File: src/rtl/latency_meter.sv
// latency_meter: measures the number of clock cycles between a start pulse and
// the following stop pulse, with an optional abandon-on-timeout and running
// statistics (completed count, plus min/max when LATENCY_METER_MINMAX_EN is
// defined). Every output comes straight from a register.
module latency_meter #(
   parameter int CW      = 16,
   parameter int TIMEOUT = 1000
) (
   input  logic          clock,
   input  logic          rst_n,
   input  logic          start,
   input  logic          stop,
   input  logic          clear,
   output logic          busy,
   output logic          valid,
   output logic [CW-1:0] lat,
   output logic          tmo,
   output logic [CW-1:0] n_meas
`ifdef LATENCY_METER_MINMAX_EN
   ,
   output logic [CW-1:0] min_lat,
   output logic [CW-1:0] max_lat
`endif
);

   typedef enum logic [0:0] {
      IDLE = 1'b0,
      MEAS = 1'b1
   } state_t;

   // The counter carries one bit more than the result so that it can hold
   // TIMEOUT+1 even when TIMEOUT is the largest CW-bit value. That value marks
   // the first cycle past the limit, where the measurement is abandoned.
   localparam logic [CW:0]   CNT_ZERO   = {(CW+1){1'b0}};
   localparam logic [CW:0]   CNT_ONE    = {{CW{1'b0}}, 1'b1};
   localparam logic [CW:0]   CNT_SAT    = {1'b0, {CW{1'b1}}};
   localparam logic [CW:0]   TMO_LIMIT  = (CW+1)'(TIMEOUT);
   localparam logic [CW:0]   CNT_EXPIRE = TMO_LIMIT + CNT_ONE;
   localparam bit            TMO_EN     = (TIMEOUT != 0);
   localparam logic [CW-1:0] ALL_ONES   = {CW{1'b1}};
   localparam logic [CW-1:0] ALL_ZEROS  = {CW{1'b0}};

   // Saturating increment for the completed-measurement counter.
   function automatic logic [CW-1:0] sat_inc(input logic [CW-1:0] v);
      if (v == ALL_ONES) begin
         sat_inc = v;
      end else begin
         sat_inc = v + {{(CW-1){1'b0}}, 1'b1};
      end
   endfunction

   state_t          state_r, state_s;
   logic [CW:0]     cnt_r, cnt_s;
   logic            busy_r, valid_r, tmo_r;
   logic [CW-1:0]   lat_r;
   logic [CW-1:0]   n_meas_r, n_meas_s;
   logic            done_s, tmo_s;
   logic [CW-1:0]   result_s;
`ifdef LATENCY_METER_MINMAX_EN
   logic [CW-1:0]   min_r, min_s;
   logic [CW-1:0]   max_r, max_s;
`endif

   // Measurement FSM: next state, counter, completion and timeout decisions.
   always_comb begin
      state_s  = state_r;
      cnt_s    = cnt_r;
      done_s   = 1'b0;
      tmo_s    = 1'b0;
      result_s = lat_r;
      case (state_r)
         IDLE: begin
            if (start && stop) begin
               done_s   = 1'b1;
               result_s = ALL_ZEROS;
            end else if (start) begin
               cnt_s   = CNT_ONE;
               state_s = MEAS;
            end else begin
               cnt_s = cnt_r;
            end
         end
         MEAS: begin
            if (TMO_EN && (cnt_r == CNT_EXPIRE)) begin
               // A full cycle past the limit without stop: give up. A stop
               // arriving this late is not reported as a result.
               tmo_s   = 1'b1;
               cnt_s   = CNT_ZERO;
               state_s = IDLE;
            end else if (stop) begin
               done_s   = 1'b1;
               result_s = cnt_r[CW-1:0];
               if (start) begin
                  cnt_s = CNT_ONE;
               end else begin
                  cnt_s   = CNT_ZERO;
                  state_s = IDLE;
               end
            end else if (TMO_EN || (cnt_r != CNT_SAT)) begin
               // With a timeout the count never passes TIMEOUT+1, so only the
               // unlimited case needs to saturate.
               cnt_s = cnt_r + CNT_ONE;
            end else begin
               cnt_s = cnt_r;
            end
         end
         default: begin
            state_s = IDLE;
            cnt_s   = CNT_ZERO;
         end
      endcase
   end

   // Statistics: clear wins over a completion landing in the same cycle.
   always_comb begin
      n_meas_s = n_meas_r;
`ifdef LATENCY_METER_MINMAX_EN
      min_s = min_r;
      max_s = max_r;
`endif
      if (clear) begin
         n_meas_s = ALL_ZEROS;
`ifdef LATENCY_METER_MINMAX_EN
         min_s = ALL_ONES;
         max_s = ALL_ZEROS;
`endif
      end else if (done_s) begin
         n_meas_s = sat_inc(n_meas_r);
`ifdef LATENCY_METER_MINMAX_EN
         if (result_s < min_r) begin
            min_s = result_s;
         end else begin
            min_s = min_r;
         end
         if (result_s > max_r) begin
            max_s = result_s;
         end else begin
            max_s = max_r;
         end
`endif
      end else begin
         n_meas_s = n_meas_r;
      end
   end

   // State, counter and output registers with synchronous active-low reset.
   always_ff @(posedge clock) begin
      if (!rst_n) begin
         state_r  <= IDLE;
         cnt_r    <= CNT_ZERO;
         busy_r   <= 1'b0;
         valid_r  <= 1'b0;
         tmo_r    <= 1'b0;
         lat_r    <= ALL_ZEROS;
         n_meas_r <= ALL_ZEROS;
`ifdef LATENCY_METER_MINMAX_EN
         min_r    <= ALL_ONES;
         max_r    <= ALL_ZEROS;
`endif
      end else begin
         state_r  <= state_s;
         cnt_r    <= cnt_s;
         busy_r   <= (state_s == MEAS);
         valid_r  <= done_s;
         tmo_r    <= tmo_s;
         lat_r    <= result_s;
         n_meas_r <= n_meas_s;
`ifdef LATENCY_METER_MINMAX_EN
         min_r    <= min_s;
         max_r    <= max_s;
`endif
      end
   end

   assign busy   = busy_r;
   assign valid  = valid_r;
   assign tmo    = tmo_r;
   assign lat    = lat_r;
   assign n_meas = n_meas_r;
`ifdef LATENCY_METER_MINMAX_EN
   assign min_lat = min_r;
   assign max_lat = max_r;
`endif

endmodule

File: config.mk
export PLATFORM = sky130hd
export DESIGN_NAME = latency_meter
export DESIGN_NICKNAME = d
export VERILOG_FILES = /design/src/rtl/latency_meter.sv
export SDC_FILE = /design/constraint.sdc
export NUM_CORES = 1
export LEC_CHECK = 0
export CELL_PAD_IN_SITES_DETAIL_PLACEMENT = 0
export CELL_PAD_IN_SITES_GLOBAL_PLACEMENT = 1
export CORE_ASPECT_RATIO = 0.9
export CORE_UTILIZATION = 36
export DETAILED_ROUTE_END_ITERATION = 10
export HOLD_SLACK_MARGIN = 0.15
export PLACE_DENSITY = 0.87
export SLEW_MARGIN = 20
export SYNTH_ARGS = -nofsm -noshare
export SYNTH_HDL_FRONTEND = slang
export SYNTH_SLANG_ARGS = --single-unit
File: constraint.sdc
create_clock -name clock -period 1.9 [get_ports clock]
set_input_delay 0.38 -clock clock [delete_from_list [all_inputs] [get_ports clock]]
set_output_delay 0.38 -clock clock [all_outputs]
set_load 0.01 [all_outputs]
# --- Yosys cells after proc, flatten, opt, wreduce, memory -nomap -nowiden ---
# Index checks and enable logic that the tools add are counted.
word_totals:
  latch_bits: 0
  in_bits: 5
  ff_bits: 52
  mem_count: 0
  ram_bits: 0
  rom_bits: 0
classes:
  shift: 0
  mul: 0
  div_mod_pow: 0
  reduce_logical: 6
  addsub: 2
  n_mux: 20
  eq_ne: 7
  magnitude_cmp: 0
  n_bitwise: 3
ops:
  columns: ["operator", "n"]
  rows:
  - ["2-to-1 mux 17 bit", 4]
  - ["2-to-1 mux 16 bit", 3]
  - ["case mux 17 bit (2 select lines)", 1]
  - ["case mux 16 bit (2 select lines)", 1]
  - ["adder 17 x 1 -> 17 bit (second input constant)", 1]
  - ["== test 17 x 10 -> 1 bit (second input constant)", 1]
  - ["adder 16 x 1 -> 16 bit (second input constant)", 1]
  - ["== test 16 bit (second input constant)", 1]
  - ["inequality test 2 bit (second input constant)", 5]
  - ["2-to-1 mux 1 bit", 9]
  - ["AND reduction 2 bit", 3]
  - ["case mux 1 bit (2 select lines)", 2]
  - ["inverter 1 bit", 3]
  - ["AND reduction 3 bit", 1]
  - ["OR reduction 2 bit", 1]
  - ["logical AND 1 bit", 1]

# --- Longest topological paths before layout ---
# Gate-level depths: netlist of run 1.
logic_depth:
  depth_word: 4
  ltp_mapped: 9
  mapped_depth_nobuf: 7

# --- Worst setup path before layout of run 1 ---
# OpenSTA, ideal clock, no wires.
synth_timing:
  path_kind: "reg-to-reg"
  from: "register cnt_r[0]"
  to: "register lat_r[10], in the netlist lat[10]"
  setup_ns: 0.132
  path_stages_with_launch: 9
  period_less_slack_ns: 1.974
  path_buffers: 2
  setup_slack_ns: -0.074
  arrival_ns: 1.842
  path_cell_list: "dfxtp_1 -> ha_1 -> nor4b_1 -> nand4_1 -> o21a_1 -> clkbuf_1 -> buf_2 -> nand3_1 -> a21oi_1"
synth_via:
  elab_chain_len: 3
synth_lines:
  columns: ["element", "line_no", "text"]
  rows:
  - ["from (decl)", "53", "logic [CW:0] cnt_r, cnt_s;"]
  - ["from (signal assigned)", "162", "cnt_r <= cnt_s;"]
  - ["== test 17 x 10 -> 1 bit", "84", "if (TMO_EN && (cnt_r == CNT_EXPIRE)) begin"]
  - ["inequality test 2 bit (no source line)", null, null]
  - ["AND reduction 3 bit (no source line)", null, null]
  - ["to (signal assigned)", "166", "lat_r <= result_s;"]
  - ["to (decl)", "55", "logic [CW-1:0] lat_r;"]
# Every way passes these cells.
# A chain may end at the register's enable or synchronous reset.

# --- Worst setup path in the final report of run 1 ---
layout_timing:
  from: "register cnt_r[0]"
  to: "register cnt_r[15]"
layout_via:
  elab_chain_len: 4
  elab_cells_between_ends: 5
  classes_between: "add/sub (1); eq/ne (1); mux (3)"
layout_lines:
  columns: ["element", "line_no", "text"]
  rows:
  - ["adder 17 x 1 -> 17 bit", "102", "cnt_s = cnt_r + CNT_ONE;"]
  - ["2-to-1 mux 17 bit", "90", "end else if (stop) begin"]
  - ["2-to-1 mux 17 bit (*)", "84", null]
  - ["case mux 17 bit (2 select lines) (*)", "71", "case (state_r)"]
# Mark *: on every way between the ends. The rest lies on a longest branch, timed or not.

==> results of run 1 <==
stage by stage:
| step | util, % | instance area (um^2) | worst slack, ps | cells |
|---|---|---|---|---|
| 2_1_floorplan | - | 2540 | -3.13 | 308 |
| 3_3_place_gp | 51.4 | 3440 | -310 | 485 |
| 3_5_place_dp | 51.4 | 3440 | -378 | 485 |
| 4_1_cts | 54.4 | 3640 | -30.4 | 495 |
| 5_1_grt | 57.4 | 3840 | -129 | 501 |
| 6_report | 57.4 | 3840 | -33.3 | 501 |
power breakdown:
part           leakage, nW  switching (mW)  total (mW)  internal, mW
combinational        0.865           0.123       0.236         0.113
sequential           0.423         0.00515        1.10          1.10
clock               0.0645           0.374       0.840         0.466
total                 1.35           0.502        2.18          1.67
flip-flops by register name, summed over array words and instances (netlist names):
name and flops:
valid 1, lat 16, n_meas 16, tmo 1, busy 1, cnt_r 17
layer usage:
layer / vias up / GRT usage, % / wire length (um)
met2: 72 / 31.8 / 3440
met1: 1262 / 27.4 / 3530
li1: 1341 / - / -
met5: - / 0 / 0
met3: 8 / 3.33 / 371
met4: 0 / 4.35 / 70
final timing paths:
check	startpoint	endpoint	slack, ps	cells after the start
min reg2reg	lat[3]	lat[3]	460	2
max reg2reg	cnt_r[0]	cnt_r[15]	-30	6
min	lat[3]	lat[3]	460	2
max	cnt_r[0]	cnt_r[15]	-30	6
cells in the final DEF (no fill, tap or decap), types with 4 or more instances in the layout:
cell,netlist,layout
buf_4,3,61
dfxtp_1,52,44
nand2_1,40,39
clkdlybuf4s50_1,0,39
a21oi_1,33,30
nand3_1,35,28
nor2_1,13,11
nand4_1,9,9
o31ai_1,9,9
dfxtp_2,0,8
inv_1,7,7
nand3_2,0,7
o21ai_0,9,7
or4_1,10,7
clkbuf_8,0,7
buf_6,3,7
or3_1,9,6
nor3_1,7,6
or4_4,1,4
nor4_1,5,4
a21o_1,4,4
kinds of logic after synthesis:
| family | after synthesis |
|---|---|
| mux | 4 |
| buf+inv | 25 |
| compound gates | 71 |
| xor+xnor | 4 |
| simple gates | 149 |
| flops | 52 |
| fa+ha+maj | 3 |
cell type report:
| type | instances | area [um^2] |
|---|---|---|
| flip-flops and latches | 52 | 1050 |
| multi-input cells | 233 | 1530 |
| fillers | 583 | 2850 |
| well taps | 90 | 113 |
| inverters | 8 | 30.0 |
| clock inverters | 1 | 30.0 |
| repair buffers | 110 | 987 |
| clock buffers | 7 | 96.3 |
repair_timing:
item	in CTS	in global routing
endpoints found under the setup margin	23	38
setup buffers	3	2
hold endpoints to repair	0	0
pin swaps	3	9
cloned	0	4
resized for setup	14	39
critical path, cell delays in order, from the launching register on:
cell     delay (ps)
dfxtp_2         350
buf_6           120
nand3_4          70
or4_4           530
or3_4           390
or3_1           340
nand3_1          80
==> results.cfg, run 1 <==
[sta]
grt_setup_unrepaired = true
fin_ws_ps = -33.3
slew_violations = 0
worst_pin_slew_ps = 341
setup_viol = 1
fmax_mhz = 517
hold_ws_ps = 460
slew_headroom_pct = 77.1
final.setup.tns_ps = -33.3
hold_viol = 0
min_period_ps = 1930
fin_crit_sh_pct = 102
skew_ps = 13.6

[floorplanning]
die_x_um = 90.4
fp-row-count = 28
pin_count = 40
core_mm2 = 0.00669
start_util_pct = 37.8
chipHeight_um = 81.6
die-area_mm2 = 0.00737

[cts]
tritoncts = built
clk_latency_ps = 310
clk_pin_slew_ps = 90
htree_levels = 2
numCtsBuffers = 5
ctsLongestPathBuffers = 2
root_buffer = clkbuf_8
ctsHoldBuffers = 0
cts_sinks = 52

[global_routing]
antenna_found_initial = 0
grt_pass1_wl_mm = 11.7
grt_use_total_pct = 19.6
grt_max_degree = 27
first_global_vias = 2409
grt.overflow.total = 0

[route]
first_pass_iters = 4
drc_errors = 0
vias = 2683
drt-total-wl_mm = 7.41
drt_iter0_drc = 197
ant_nets = 0
via_per_inst = 5.36
wl_per_cell_um = 14.8

[run_status]
violations = negative setup slack
status = finished with violations

[yosys]
synth_top_family_by_area = simple AND/OR/NAND/NOR gates
synth_fa_ha_area_share_pct = 1.48
ys_types = 51
synth-simple-area-share_pct = 31.8
synth-seq-area-share_pct = 41.1
synthXorXnorAreaFrac_pct = 1.38
yosys-top-cells-area = dfxtp_1 (41%), nand3_1 (6.9%), a21oi_1 (6.5%)
synthMuxAreaShare_pct = 1.63
yosysMostFrequentCell = dfxtp_1
yosysTopAreaCell = dfxtp_1
synth_top_area_share_pct = 41.1
synth-main-ff-cell = dfxtp_1
synthesis.area_mm2 = 0.00253
yosysWarnings = 0
yosys-top-cells-count = dfxtp_1 (52), nand2_1 (40), nand3_1 (35)
synth_edf_count = 0
syn_nets = 316
yosys_register_bits = 52
netlist_instances = 308
async_flop_share_pct = 0
synth_compound_area_share_pct = 17.4
synth_area_per_cell_um2 = 8.22

[placed_design]
port_buffers = 39
gp_congestion = 0.860
hpwl_mm = 5.06

[critical_path]
endpoint_kind = register
worst_ep_required_time_ps = 2140
cp_max_fo = 5
crit_type = register to register
worstSetupStartpointType = register
worst_ep_arrival_time_ps = 2180

[final_layout]
antennaDiodeCount = 0
areaGrowthSynthToFinish_pct = 51.8
layout-drive-gt1-share_pct = 30.9
final_net_count = 418

[worst_hold_path]
hold_path.class = register to register

[power_and_ir_drop]
power_mw = 2.18
powerDensity_mw_per_mm2 = 567
power_leakage_nw = 1.35
peakVddDrop_uv = 435

[job]
cap_viol_max_count = 0
No activity file was read; power rests on OpenSTA's default activity.
==> inputs of run 2 (changes only) <==
GPL_TIMING_DRIVEN = 0   (was not set)
REMOVE_ABC_BUFFERS = 1   (was not set)
==> results.cfg, run 2 (synthesized netlist as in run 1, its figures left out) <==
[run_status]
status = completed

[critical_path]
cp-endpoint = cnt_r[15]
cp_max_fo = 8
crit_cells = 5
worstReg2RegEnd = cnt_r[15]
reg2reg_slack_ps = 0.7
crit_start = cnt_r[4]
cp_num_buf_inv = 0
path_cells = nand2_2 > or4_4 > or3_1 > or3_1 > nand3_1
crit_type = register to register
cp_top_family = simple AND/OR/NAND/NOR gates
critPathMostFrequentCell = or3_1
r2r_cells = 5
endpoint_kind = register
worst_ep_required_time_ps = 2160
worst_ep_arrival_time_ps = 2160
cpMaxStageDelayCell = or4_4
r2r-start = cnt_r[4]
max_stage_delay_ps = 510
worstSetupStartpointType = register

[sta]
grt_setup_unrepaired = true
setup_viol = 0
hold_viol = 0
worst_pin_slew_ps = 766
slew_violations = 0
fin_crit_sh_pct = 100
min_period_ps = 1900
slew_headroom_pct = 48.9
hold_ws_ps = 457
skew_ps = 7.06
fin_ws_ps = 0.712
final.setup.tns_ps = 0
fmax_mhz = 527

[job]
cap_viol_max_count = 0

[floorplanning]
die-area_mm2 = 0.00737
pin_count = 40
die_x_um = 90.4
fp-row-count = 28
chipHeight_um = 81.6
start_util_pct = 37.8
core_mm2 = 0.00669

[placed_design]
post-place-ws_ps = -970
dp_cells = 420
hpwl_mm = 4.18
gp_congestion = 0.813
place_area_mm2 = 0.00295
port_buffers = 39

[cts]
cts_sinks = 52
clk_latency_ps = 310
tritoncts = built
root_buffer = clkbuf_8
clk_pin_slew_ps = 100
htree_levels = 2
numCtsBuffers = 5
ctsLongestPathBuffers = 2

[route]
via_per_inst = 5.53
first_pass_iters = 4
wl_per_cell_um = 15.6
vias = 2521
drc_errors = 0
drt-total-wl_mm = 7.11
drt_iter0_drc = 137
ant_nets = 0

[global_routing]
grt_pass1_wl_mm = 11.1
grt.overflow.total = 0
first_global_vias = 2236
grt_use_total_pct = 18.7
antenna_found_initial = 0
grt_max_degree = 28

[final_layout]
multiInputGateArea_mm2 = 0.00161
areaGrowthSynthToFinish_pct = 42.2
final_common_cell = nand2_1
antennaDiodeCount = 0
layout-drive-gt1-share_pct = 27.3
final_util_pct = 53.8
seq_area_mm2 = 0.00108
final_net_count = 373
final_cell_mix = nand2_1 (37), dfxtp_1 (36), clkdlybuf4s50_1 (36)
largest_reg_flops = 17
stdcell_count = 456
fillers = 626
regMostFlops = cnt_r
final_area_mm2 = 0.00360

[power_and_ir_drop]
powerDensity_mw_per_mm2 = 590
power_mw = 2.12
peakVddDrop_uv = 438
power_leakage_nw = 1.14

[worst_hold_path]
hold_path.class = register to register
## run 2: cell types whose count changed in the layout (fill, tap and decap cells not counted), sizes merged
cell	change
clkdlybuf4s50	-3
dlymetal6s2s	+1
o21ai	+1
buf	-44
clkbuf	-2
dlygate4sd2	+2
nor2	-1
clkinv	+1
## run 2: worst min path at each step
stage | start | to | slack, ps | depth (start not counted)
2_1_floorplan | cnt_r[16] | cnt_r[16] | 470 | 2
3_3_place_gp | lat[14] | lat[14] | 440 | 2
3_5_place_dp | lat[0] | lat[0] | 450 | 2
4_1_cts | lat[10] | lat[10] | 460 | 2
5_1_grt | lat[6] | lat[6] | 490 | 2
6_report | lat[14] | lat[14] | 460 | 2
## run 2: cell type report
class                      instances  area share (%)
timing repair buffer              65            17.7
sequential                        52            30.1
clock buffer                       6            2.29
multi-input combinational        233            44.7
inverter                           8           0.974
tap                               90            3.13
clock inverter                     2            1.08
## run 2: repair_timing
| item | 4_1_cts | 5_1_grt |
|---|---|---|
| endpoints found under the setup margin | 53 | 41 |
| resized for setup | 43 | 45 |
| hold buffers | 0 | 0 |
| setup buffers | 17 | 8 |
| pin swaps | 12 | 20 |
| gates cloned | 1 | 2 |
## run 2: power by group
group / leakage (nW) / switching [mW] / internal, mW
Sequential: 0.430 / 0.0189 / 1.09
Clock: 0.0614 / 0.392 / 0.432
Combinational: 0.651 / 0.109 / 0.0835
## run 2: worst register-to-register path, stage by stage (launching register included)
cell	delay [ps]
dfxtp_4	430
nand2_2	110
or4_4	510
or3_1	380
or3_1	350
nand3_1	80
## run 2: routing by layer
metal / share of wire [%] / GRT usage, % / vias to the layer above
met5: 0 / 0 / -
met4: 1.1 / 5.81 / 0
met3: 4.1 / 2.78 / 7
met2: 47 / 30.8 / 62
met1: 48 / 25.5 / 1200
li1: - / - / 1252
==> inputs of run 3 (changes only) <==
--- a/config.mk
+++ b/config.mk
@@ -6,12 +6,12 @@
 export NUM_CORES = 1
 export LEC_CHECK = 0
-export CELL_PAD_IN_SITES_DETAIL_PLACEMENT = 0
-export CELL_PAD_IN_SITES_GLOBAL_PLACEMENT = 1
+export CELL_PAD_IN_SITES_DETAIL_PLACEMENT = 1
+export CELL_PAD_IN_SITES_GLOBAL_PLACEMENT = 2
 export CORE_ASPECT_RATIO = 0.9
-export CORE_UTILIZATION = 36
+export CORE_UTILIZATION = 28
 export DETAILED_ROUTE_END_ITERATION = 10
 export GPL_TIMING_DRIVEN = 0
 export HOLD_SLACK_MARGIN = 0.15
-export PLACE_DENSITY = 0.87
+export PLACE_DENSITY = 0.85
 export REMOVE_ABC_BUFFERS = 1
 export SLEW_MARGIN = 20
==> constraint.sdc (replaced) <==
create_clock -name clock -period 1.9 [get_ports clock]
set_input_delay 0.38 -clock clock [delete_from_list [all_inputs] [get_ports clock]]
set_output_delay 0.38 -clock clock [all_outputs]
set_load 0.02 [all_outputs]
==> results.cfg, run 3 (synthesized netlist as in run 1, its figures left out) <==
[route]
via_per_inst = 5.29
drt-total-wl_mm = 8.33
drt_iter0_drc = 152
vias = 2606
ant_nets = 0
wl_per_cell_um = 16.9
drc_errors = 0
first_pass_iters = 4

[final_layout]
layout-drive-gt1-share_pct = 29.1
final_cell_mix = dfxtp_1 (39), clkdlybuf4s50_1 (36), nand2_1 (34)
antennaDiodeCount = 0
regMostFlops = cnt_r
final_net_count = 381
final_common_cell = dfxtp_1
largest_reg_flops = 17
fillers = 1038
multiInputGateArea_mm2 = 0.00161
areaGrowthSynthToFinish_pct = 45.0
seq_area_mm2 = 0.00107

[global_routing]
first_global_vias = 2590
grt_pass1_wl_mm = 12.9
grtUsageMet2_pct = 27.6
grt_max_degree = 28
grt_use_total_pct = 17.7
use_met1_pct = 24.4
grt.overflow.total = 0
gr-usage-met3_pct = 2.67
antenna_found_initial = 0
grt-busiest-layer = met2

[critical_path]
max_stage_delay_ps = 530
cp_max_fo = 3
worst_ep_arrival_time_ps = 2200
crit_type = register to register
path_cells = buf_6 > nand3_4 > or4_4 > or3_1 > or3_1 > nand3_1
critPathMostFrequentCell = or3_1
worst_ep_required_time_ps = 2160
worstSetupStartpointType = register
cpMaxStageDelayCell = or4_4
endpoint_kind = register

[placed_design]
gp_congestion = 0.766
post-place-ws_ps = -1090
hpwl_mm = 4.82
port_buffers = 39

[cts]
clk_pin_slew_ps = 100
tritoncts = built
ctsLongestPathBuffers = 2
ctsHoldBuffers = 0
htree_levels = 2
root_buffer = clkbuf_8
clk_latency_ps = 310
numCtsBuffers = 5
cts_sinks = 52

[power_and_ir_drop]
pwr-share-comb_pct = 9.7
p_int_mw = 1.56
p_sw_share_pct = 25.0
p_sw_mw = 0.518
powerDensity_mw_per_mm2 = 566
clockPowerShare_pct = 37.2
sequentialPowerShare_pct = 53.1
power_leakage_nw = 1.20
peakVddDrop_uv = 428

[sta]
setup_viol = 1
fmax_mhz = 516
fin_ws_ps = -39.6
slew_headroom_pct = 52.9
min_period_ps = 1940
worst_pin_slew_ps = 706
slew_violations = 0
grt_setup_unrepaired = true
skew_ps = 11.4
final.setup.tns_ps = -39.6
fin_crit_sh_pct = 102
hold_viol = 0
hold_ws_ps = 453

[floorplanning]
pin_count = 40
chipHeight_um = 92.2
start_util_pct = 29.1
die-area_mm2 = 0.00942
fp-row-count = 32
core_mm2 = 0.00869
die_x_um = 102

[run_status]
status = finished with violations
violations = negative setup slack

[job]
cap_viol_max_count = 0

[worst_hold_path]
hold_path.class = register to register
==> run 3: cell count changes in the layout (fill, tap and decap cells not counted), moves of 2 or more <==
cell     change
a21oi_1      -6
a21oi_2      +6
buf_4        +9
dfxtp_1      +3
dfxtp_4      -2
nand2_1      -3
nand2_4      +2
nand3_2      +2
o31ai_1      +2
==> run 3: routing by layer <==
metal  vias up  routed length (um)
li1       1268                   -
met1      1277                4100
met2        47                3900
met3        14                 179
met4         0                 152
met5         -                   0
==> run 3: layout make-up <==
type,count,area share [%]
Multi-Input combinational cell,232,43.9
Sequential cell,52,29.3
Timing Repair Buffer,74,18.8
Tap cell,119,4.06
Clock buffer,6,1.98
Inverter,8,1.02
Clock inverter,2,0.954
==> run 3: metrics by stage <==
step	total power, mW	cell area, um^2	utilization (%)	cells
floorplan	1.21	2430	-	291
global placement	1.27	2970	34.2	449
detailed placement	1.27	2980	34.3	449
CTS	2.07	3440	39.6	482
global route	2.15	3670	42.3	493
finish	2.08	3670	42.3	493
==> run 3: power groups by stage <==
stage / Clock (mW) / Sequential, mW / Combinational [mW]
final: 0.772 / 1.10 / 0.201
after detailed placement: 0 / 1.14 / 0.133
after global routing: 0.827 / 1.10 / 0.216
after floorplan: 0 / 1.14 / 0.0733
after CTS: 0.786 / 1.11 / 0.176
after global placement: 0 / 1.14 / 0.129
==> run 3: timing repair <==
| action | CTS | global route |
|---|---|---|
| gates cloned | 1 | 0 |
| setup endpoints to repair | 53 | 44 |
| gates resized for setup | 44 | 44 |
| buffers inserted | 24 | 11 |
| pin swaps | 14 | 17 |
==> run 3: worst max-delay path: cells and delay by family, from the launching register on <==
family        cells  cell delay (ps)
simple gates      5             1400
flops             1              380
buf+inv           1              110
==> run 3: worst paths after layout <==
path,startpoint,end,slack [ps],cells past startpoint
setup / recovery,cnt_r[1],cnt_r[15],-40,6
hold reg to reg,lat[10],lat[10],450,2
hold / removal,lat[10],lat[10],450,2
setup reg to reg,cnt_r[1],cnt_r[15],-40,6
